**src/rtl/ps2_rx_fifo.sv**
```systemverilog
// PS/2 device-to-host receiver: synchronise, deframe, check and buffer scancodes in a show-ahead FIFO.
// Optional break-code folding (0xF0 prefix -> out_break flag) is enabled by defining PS2_BREAK_DECODE_EN.
module ps2_rx_fifo #(
   parameter int FIFO_DEPTH     = 8,
   parameter int SYNC_STAGES    = 3,
   parameter int TIMEOUT_CYCLES = 4096
) (
   input  logic                          clk,
   input  logic                          resetn,
   input  logic                          ps2_clk,
   input  logic                          ps2_data,
   output logic                          out_valid,
   input  logic                          out_ready,
   output logic [7:0]                    out_data,
   output logic                          out_break,
   output logic [$clog2(FIFO_DEPTH):0]   fifo_count,
   output logic                          err_parity,
   output logic                          err_frame,
   output logic                          err_overflow
);

   localparam int AW = $clog2(FIFO_DEPTH);
   localparam int TW = $clog2(TIMEOUT_CYCLES);
   localparam logic [TW-1:0] TO_LAST = TW'(TIMEOUT_CYCLES - 1);
   localparam logic [AW:0]   FULL_CNT = (AW+1)'(FIFO_DEPTH);
`ifdef PS2_BREAK_DECODE_EN
   localparam int FW = 9;
`else
   localparam int FW = 8;
`endif

   typedef enum logic {IDLE, RECV} state_t;

   logic [SYNC_STAGES-1:0] clk_sync;
   logic [SYNC_STAGES-1:0] dat_sync;
   logic                   clk_prev;
   logic                   fall;
   logic                   bit_in;

   state_t        state, state_nxt;
   logic [3:0]    bit_cnt, bit_cnt_nxt;
   logic [7:0]    shreg, shreg_nxt;
   logic          par_bit, par_bit_nxt;
   logic [TW-1:0] to_cnt, to_cnt_nxt;
   logic          byte_ok;
   logic          par_fail;
   logic          frm_fail;

   logic          push;
   logic [FW-1:0] push_word;
   logic          brk_pend;

   logic [FW-1:0] mem [FIFO_DEPTH];
   logic [AW-1:0] rd_ptr;
   logic [AW-1:0] wr_ptr;
   logic [AW:0]   count;
   logic          full;
   logic          pop;
   logic          wr_en;
   logic [FW-1:0] head;

   always_ff @(posedge clk) begin
      if (!resetn) begin
         clk_sync <= '1;
         dat_sync <= '1;
         clk_prev <= 1'b1;
      end else begin
         clk_sync <= {clk_sync[SYNC_STAGES-2:0], ps2_clk};
         dat_sync <= {dat_sync[SYNC_STAGES-2:0], ps2_data};
         clk_prev <= clk_sync[SYNC_STAGES-1];
      end
   end

   assign fall   = clk_prev & ~clk_sync[SYNC_STAGES-1];
   assign bit_in = dat_sync[SYNC_STAGES-1];

   always_ff @(posedge clk) begin
      if (!resetn) begin
         state   <= IDLE;
         bit_cnt <= '0;
         shreg   <= '0;
         par_bit <= 1'b0;
         to_cnt  <= '0;
      end else begin
         state   <= state_nxt;
         bit_cnt <= bit_cnt_nxt;
         shreg   <= shreg_nxt;
         par_bit <= par_bit_nxt;
         to_cnt  <= to_cnt_nxt;
      end
   end

   always_comb begin
      state_nxt   = state;
      bit_cnt_nxt = bit_cnt;
      shreg_nxt   = shreg;
      par_bit_nxt = par_bit;
      to_cnt_nxt  = to_cnt;
      byte_ok     = 1'b0;
      par_fail    = 1'b0;
      frm_fail    = 1'b0;
      case (state)
         IDLE: begin
            if (fall && !bit_in) begin
               state_nxt   = RECV;
               bit_cnt_nxt = 4'd1;
               to_cnt_nxt  = '0;
            end
         end
         RECV: begin
            if (fall) begin
               to_cnt_nxt  = '0;
               bit_cnt_nxt = bit_cnt + 4'd1;
               if (bit_cnt <= 4'd8) begin
                  shreg_nxt = {bit_in, shreg[7:1]};
               end else if (bit_cnt == 4'd9) begin
                  par_bit_nxt = bit_in;
               end else begin
                  // Stop bit: parity fault takes precedence over a bad stop bit.
                  state_nxt   = IDLE;
                  bit_cnt_nxt = '0;
                  if (~^{shreg, par_bit})
                     par_fail = 1'b1;
                  else if (!bit_in)
                     frm_fail = 1'b1;
                  else
                     byte_ok = 1'b1;
               end
            end else if (to_cnt == TO_LAST) begin
               state_nxt   = IDLE;
               bit_cnt_nxt = '0;
               frm_fail    = 1'b1;
            end else begin
               to_cnt_nxt = to_cnt + 1'b1;
            end
         end
         default: state_nxt = IDLE;
      endcase
   end

`ifdef PS2_BREAK_DECODE_EN
   assign push      = byte_ok && (shreg != 8'hF0);
   assign push_word = {brk_pend, shreg};

   // The prefix is consumed by whatever good byte follows, even if that byte is dropped on overflow.
   always_ff @(posedge clk) begin
      if (!resetn)
         brk_pend <= 1'b0;
      else if (par_fail || frm_fail)
         brk_pend <= 1'b0;
      else if (byte_ok)
         brk_pend <= (shreg == 8'hF0);
   end
`else
   assign push      = byte_ok;
   assign push_word = shreg;
   assign brk_pend  = 1'b0;
`endif

   assign out_valid = (count != '0);
   assign full      = (count == FULL_CNT);
   assign pop       = out_valid & out_ready;
   assign wr_en     = push & (~full | pop);
   assign head      = mem[rd_ptr];

   always_ff @(posedge clk) begin
      if (!resetn) begin
         rd_ptr <= '0;
         wr_ptr <= '0;
         count  <= '0;
      end else begin
         if (wr_en)
            wr_ptr <= wr_ptr + 1'b1;
         if (pop)
            rd_ptr <= rd_ptr + 1'b1;
         case ({wr_en, pop})
            2'b10:   count <= count + 1'b1;
            2'b01:   count <= count - 1'b1;
            default: count <= count;
         endcase
      end
   end

   // When full with a pop, wr_ptr == rd_ptr: the head is read before this edge overwrites it.
   always_ff @(posedge clk) begin
      if (wr_en)
         mem[wr_ptr] <= push_word;
   end

   always_ff @(posedge clk) begin
      if (!resetn) begin
         err_parity   <= 1'b0;
         err_frame    <= 1'b0;
         err_overflow <= 1'b0;
      end else begin
         err_parity   <= par_fail;
         err_frame    <= frm_fail;
         err_overflow <= push & full & ~pop;
      end
   end

   assign out_data   = out_valid ? head[7:0] : 8'h00;
`ifdef PS2_BREAK_DECODE_EN
   assign out_break  = out_valid & head[8];
`else
   assign out_break  = brk_pend;
`endif
   assign fifo_count = count;

endmodule
```
**config.mk**
```make
export PLATFORM = sky130hd
export DESIGN_NAME = ps2_rx_fifo
export DESIGN_NICKNAME = d
export VERILOG_FILES = /design/src/rtl/ps2_rx_fifo.sv
export SDC_FILE = /design/constraint.sdc
export NUM_CORES = 1
export LEC_CHECK = 0
export CAP_MARGIN = 10
export CORE_MARGIN = 5
export CORE_UTILIZATION = 50
export CTS_BUF_LIST = sky130_fd_sc_hd__clkbuf_16
export DETAILED_ROUTE_END_ITERATION = 8
export PLACE_DENSITY = 0.65
export SYNTH_ARGS = -nofsm -noshare
export SYNTH_HDL_FRONTEND = slang
export SYNTH_SLANG_ARGS = --single-unit
```
**constraint.sdc**
```tcl
create_clock -name clk -period 4 [get_ports clk]
set_input_delay 0.8 -clock clk [delete_from_list [all_inputs] [get_ports clk]]
set_output_delay 0.8 -clock clk [all_outputs]
set_load 0.02 [all_outputs]
```
==> results.sh <==
export IMPL_outcome="finished clean"
export IMPL_post_cts_buffers=0
export IMPL_rsz0062_at_grt="no"
export IMPL_maxCapViolCount=0
export IMPL_area_growth_pct=18.95
export IMPL_wl_met2_microns=4088
export IMPL_avgSynthCellArea_sq_um=13.45
export IMPL_powerDensity_nw_per_um2=544.0
export IMPL_antenna_found_initial=0
export IMPL_syn_area_sq_um=4707
export IMPL_htreeDepth=4
export IMPL_wl_met3_microns=268
export IMPL_yosysWarnings=0
export IMPL_clockPowerShare_pct=44.5
export IMPL_fin_setup_tns_ns=0
export IMPL_path_class="reg -> out"
export IMPL_drive_gt1_share_pct=13.10
export IMPL_detail_route_antenna_nets=0
export IMPL_cts_sinks=113
export IMPL_fin_skew_ns=0.007294
export IMPL_rows=35
export IMPL_drc=0
export IMPL_p_leak_nw=1.967
export IMPL_hold_class="reg -> reg"
export IMPL_hold_viol=0
export IMPL_dieHeight_microns=107.0
export IMPL_clk_latency_ns=0.40
export IMPL_total_power_mw=3.046
export IMPL_yosysMostFrequentCell="edfxtp_1"
export IMPL_crit_chain="mux4_2, mux2i_1, nor2_1, clkdlybuf4s50_1"
export IMPL_combPwrFrac_pct=14.3
export IMPL_core_area_sq_um=9196
export IMPL_peakVddDrop_v=0.0003558
export IMPL_grt_pass1_wl_microns=13190
export IMPL_async_flop_share_pct=0
export IMPL_synth_top_area_share_pct=40.83
export IMPL_grt_max_degree=29
export IMPL_intPower_mw=2.342
export IMPL_switchingPower_mw=0.7038
export IMPL_overflow=0
export IMPL_fin_nets=398
export IMPL_synthDistinctLibCells=45
export IMPL_worst_path_max_delay_cell="dfxtp_1"
export IMPL_min_period_over_period_pct=79.77
export IMPL_synth_edf_count=64
export IMPL_vias=2748
export IMPL_setup_violations=0
export IMPL_routedLengthMet1_microns=3777
export IMPL_io_pins=22
export IMPL_root_buffer="clkbuf_16"
export IMPL_wirelength_microns=8211
export IMPL_critPathMaxFanout=16
export IMPL_cp_required_ns=3.20
export IMPL_critPathArrivalTime_ns=2.39
export IMPL_hp_start="dat_sync[0]$_SDFF_PN1_"
export IMPL_synthTopCellsByArea="edfxtp_1 (41%), dfxtp_1 (21%), mux4_2 (7.7%)"
export IMPL_cts_buffers=17
export IMPL_synth_seq_area_share_pct=61.67
export IMPL_timing_rr_start="push_word[1]$_SDFFE_PN0P_"
export IMPL_p_seq_share_pct=41.2
export IMPL_cts_tree="yes"
export IMPL_drtIter0Drc=80
export IMPL_syn_inst=350
export IMPL_cts_resized=0
export IMPL_fin_crit_ns=3.191
export IMPL_gp_congestion=0.7338
export IMPL_postCtsHoldBufs=0
export IMPL_switching_share_pct=23.11
export IMPL_ys_ff_latch=113
export IMPL_track_usage_pct=15.31
export IMPL_max_freq_mhz=313.4
export IMPL_drtPass1Iterations=4
export IMPL_post_drt_wl_per_cell_microns=16.16
export IMPL_max_slew_margin_pct=49.11
export IMPL_grt_pass1_vias=2704
export IMPL_worst_setup_path_start_kind="flip-flop"
export IMPL_slowest_delay_ns=0.79
export IMPL_die_w_microns=107.0
export IMPL_drv_slew=0
export IMPL_antennaDiodeCount=0
export IMPL_yosys_area_top_type="edfxtp_1"
export IMPL_initial_core_util_pct=51.18
export IMPL_crit_path_end_kind="output port"
export IMPL_die_area_sq_um=11450
export IMPL_synth_common_cells="edfxtp_1 (64), dfxtp_1 (49), nor2_1 (29)"
export IMPL_portBuffers=20
export IMPL_clk_pin_slew_ns=0.05
export IMPL_dpl_hpwl_microns=5181
export IMPL_avgViaCountPerCell=5.409
export IMPL_clockBufferDepth=2
export IMPL_top_layer="met4"
export IMPL_synth_nets=364
export IMPL_synth_flop_cell="edfxtp_1"
export IMPL_worstMarginPinSlew_ns=0.7605
-- worst max-delay path, delay by kind of cell, from the launching register on --
kind	cells	cell delay (ns)
flops	1	0.79
mux	2	0.59
buf+inv	1	0.54
simple gates	1	0.06
-- cell usage in the layout, fill, tap and decap left out, types with 2 or more instances in the layout --
cell type        Yosys  final
clkbuf_16            0     17
ha_1                 8      8
or3_1                2      2
o21ai_0              6      6
and3_1               4      4
nand2b_1            13     13
edfxtp_1            64     64
nor4b_1              2      2
a21boi_0             2      2
dfxtp_1             49     49
and2_1               7      7
nor3b_1              2      2
xor2_1               8      8
a21oi_1              2      2
mux2i_1             23     23
xnor2_1             13     13
nor4_1               3      3
mux4_2              16     16
nor2b_1             16     16
nand3_1              5      5
a21oi_2              2      2
nand2_1             22     22
clkinv_2             0      2
nor3_1               6      6
a22oi_1              2      2
nand4_1              4      4
o21a_1               3      3
inv_1                7     13
and4_1               2      2
buf_4                1     10
clkdlybuf4s50_1      0     20
clkinv_1             0      4
bufinv_16            0      2
nor2_1              29     29
-- metal layers --
metal  GRT usage, %  vias up
li1               -     1346
met1          18.56     1334
met2          25.56       62
met3          4.997        6
met4          5.479        0
met5              0        -
-- layout make-up --
class	count	area, sq um
Timing Repair Buffer	30	275.3
Inverter	7	26.28
Sequential cell	113	2903
Multi-Input combinational cell	215	1715
Clock inverter	15	115.1
Clock buffer	17	425.4
Tap cell	111	138.9
Fill cell	733	3597
-- state kept, by name, summed over array words and instances, names as in the netlist, named ones only --
name	count
err_frame	1
fifo_count	4
clk_prev	1
mem	64
clk_sync	3
state	1
par_bit	1
bit_cnt	4
wr_ptr	3
err_parity	1
err_overflow	1
to_cnt	12
rd_ptr	3
dat_sync	3
push_word	8
-- through the flow --
| stage | utilization (%) | worst slack, ns | std cells | area (sq um) | hold WS (ns) |
|---|---|---|---|---|---|
| floorplan | - | 0.9141 | 350 | 4707 | 0.3863 |
| finish | 60.88 | 0.8091 | 508 | 5599 | 0.4054 |
| global placement | 55.01 | 0.9493 | 476 | 5059 | 0.3902 |
| detailed placement | 55.01 | 0.8387 | 476 | 5059 | 0.3942 |
| global route | 60.88 | 0.6500 | 508 | 5599 | 0.4139 |
| CTS | 60.88 | 0.7447 | 508 | 5599 | 0.4062 |
-- cell families (layout without fill, tap and decap cells) --
| group | after synthesis | count (layout) | share of synthesized area (%) |
|---|---|---|---|
| compound gates | 24 | 24 | 3.403 |
| xor+xnor | 22 | 22 | 4.386 |
| fa+ha+maj | 9 | 9 | 2.552 |
| buf+inv | 22 | 69 | 1.887 |
| flops | 113 | 113 | 61.67 |
| mux | 39 | 39 | 12.55 |
| other cells | 1 | 1 | 0.07967 |
| simple gates | 120 | 120 | 13.48 |
-- power by group through the flow --
| stage | Clock (mW) | Combinational, mW | Sequential [mW] |
|---|---|---|---|
| detailed placement | 0 | 0.440 | 1.28 |
| global placement | 0 | 0.436 | 1.28 |
| floorplan | 0 | 0.280 | 1.28 |
| CTS | 1.38 | 0.443 | 1.26 |
| global route | 1.44 | 0.474 | 1.26 |
| finish | 1.36 | 0.434 | 1.26 |
-- path summary, 6_finish.rpt --
| path | endpoint | slack (ns) | depth (start not counted) |
|---|---|---|---|
| worst min-delay path | dat_sync[1]$_SDFF_PN1_ | 0.41 | 1 |
| worst max-delay path | out_data[2] | 0.81 | 4 |
| worst max register to register | fifo_count[3]$_SDFFE_PN0P_ | 0.95 | 11 |
| worst min register to register | dat_sync[1]$_SDFF_PN1_ | 0.41 | 1 |
Note: power is estimated with default switching activity, not from simulation.
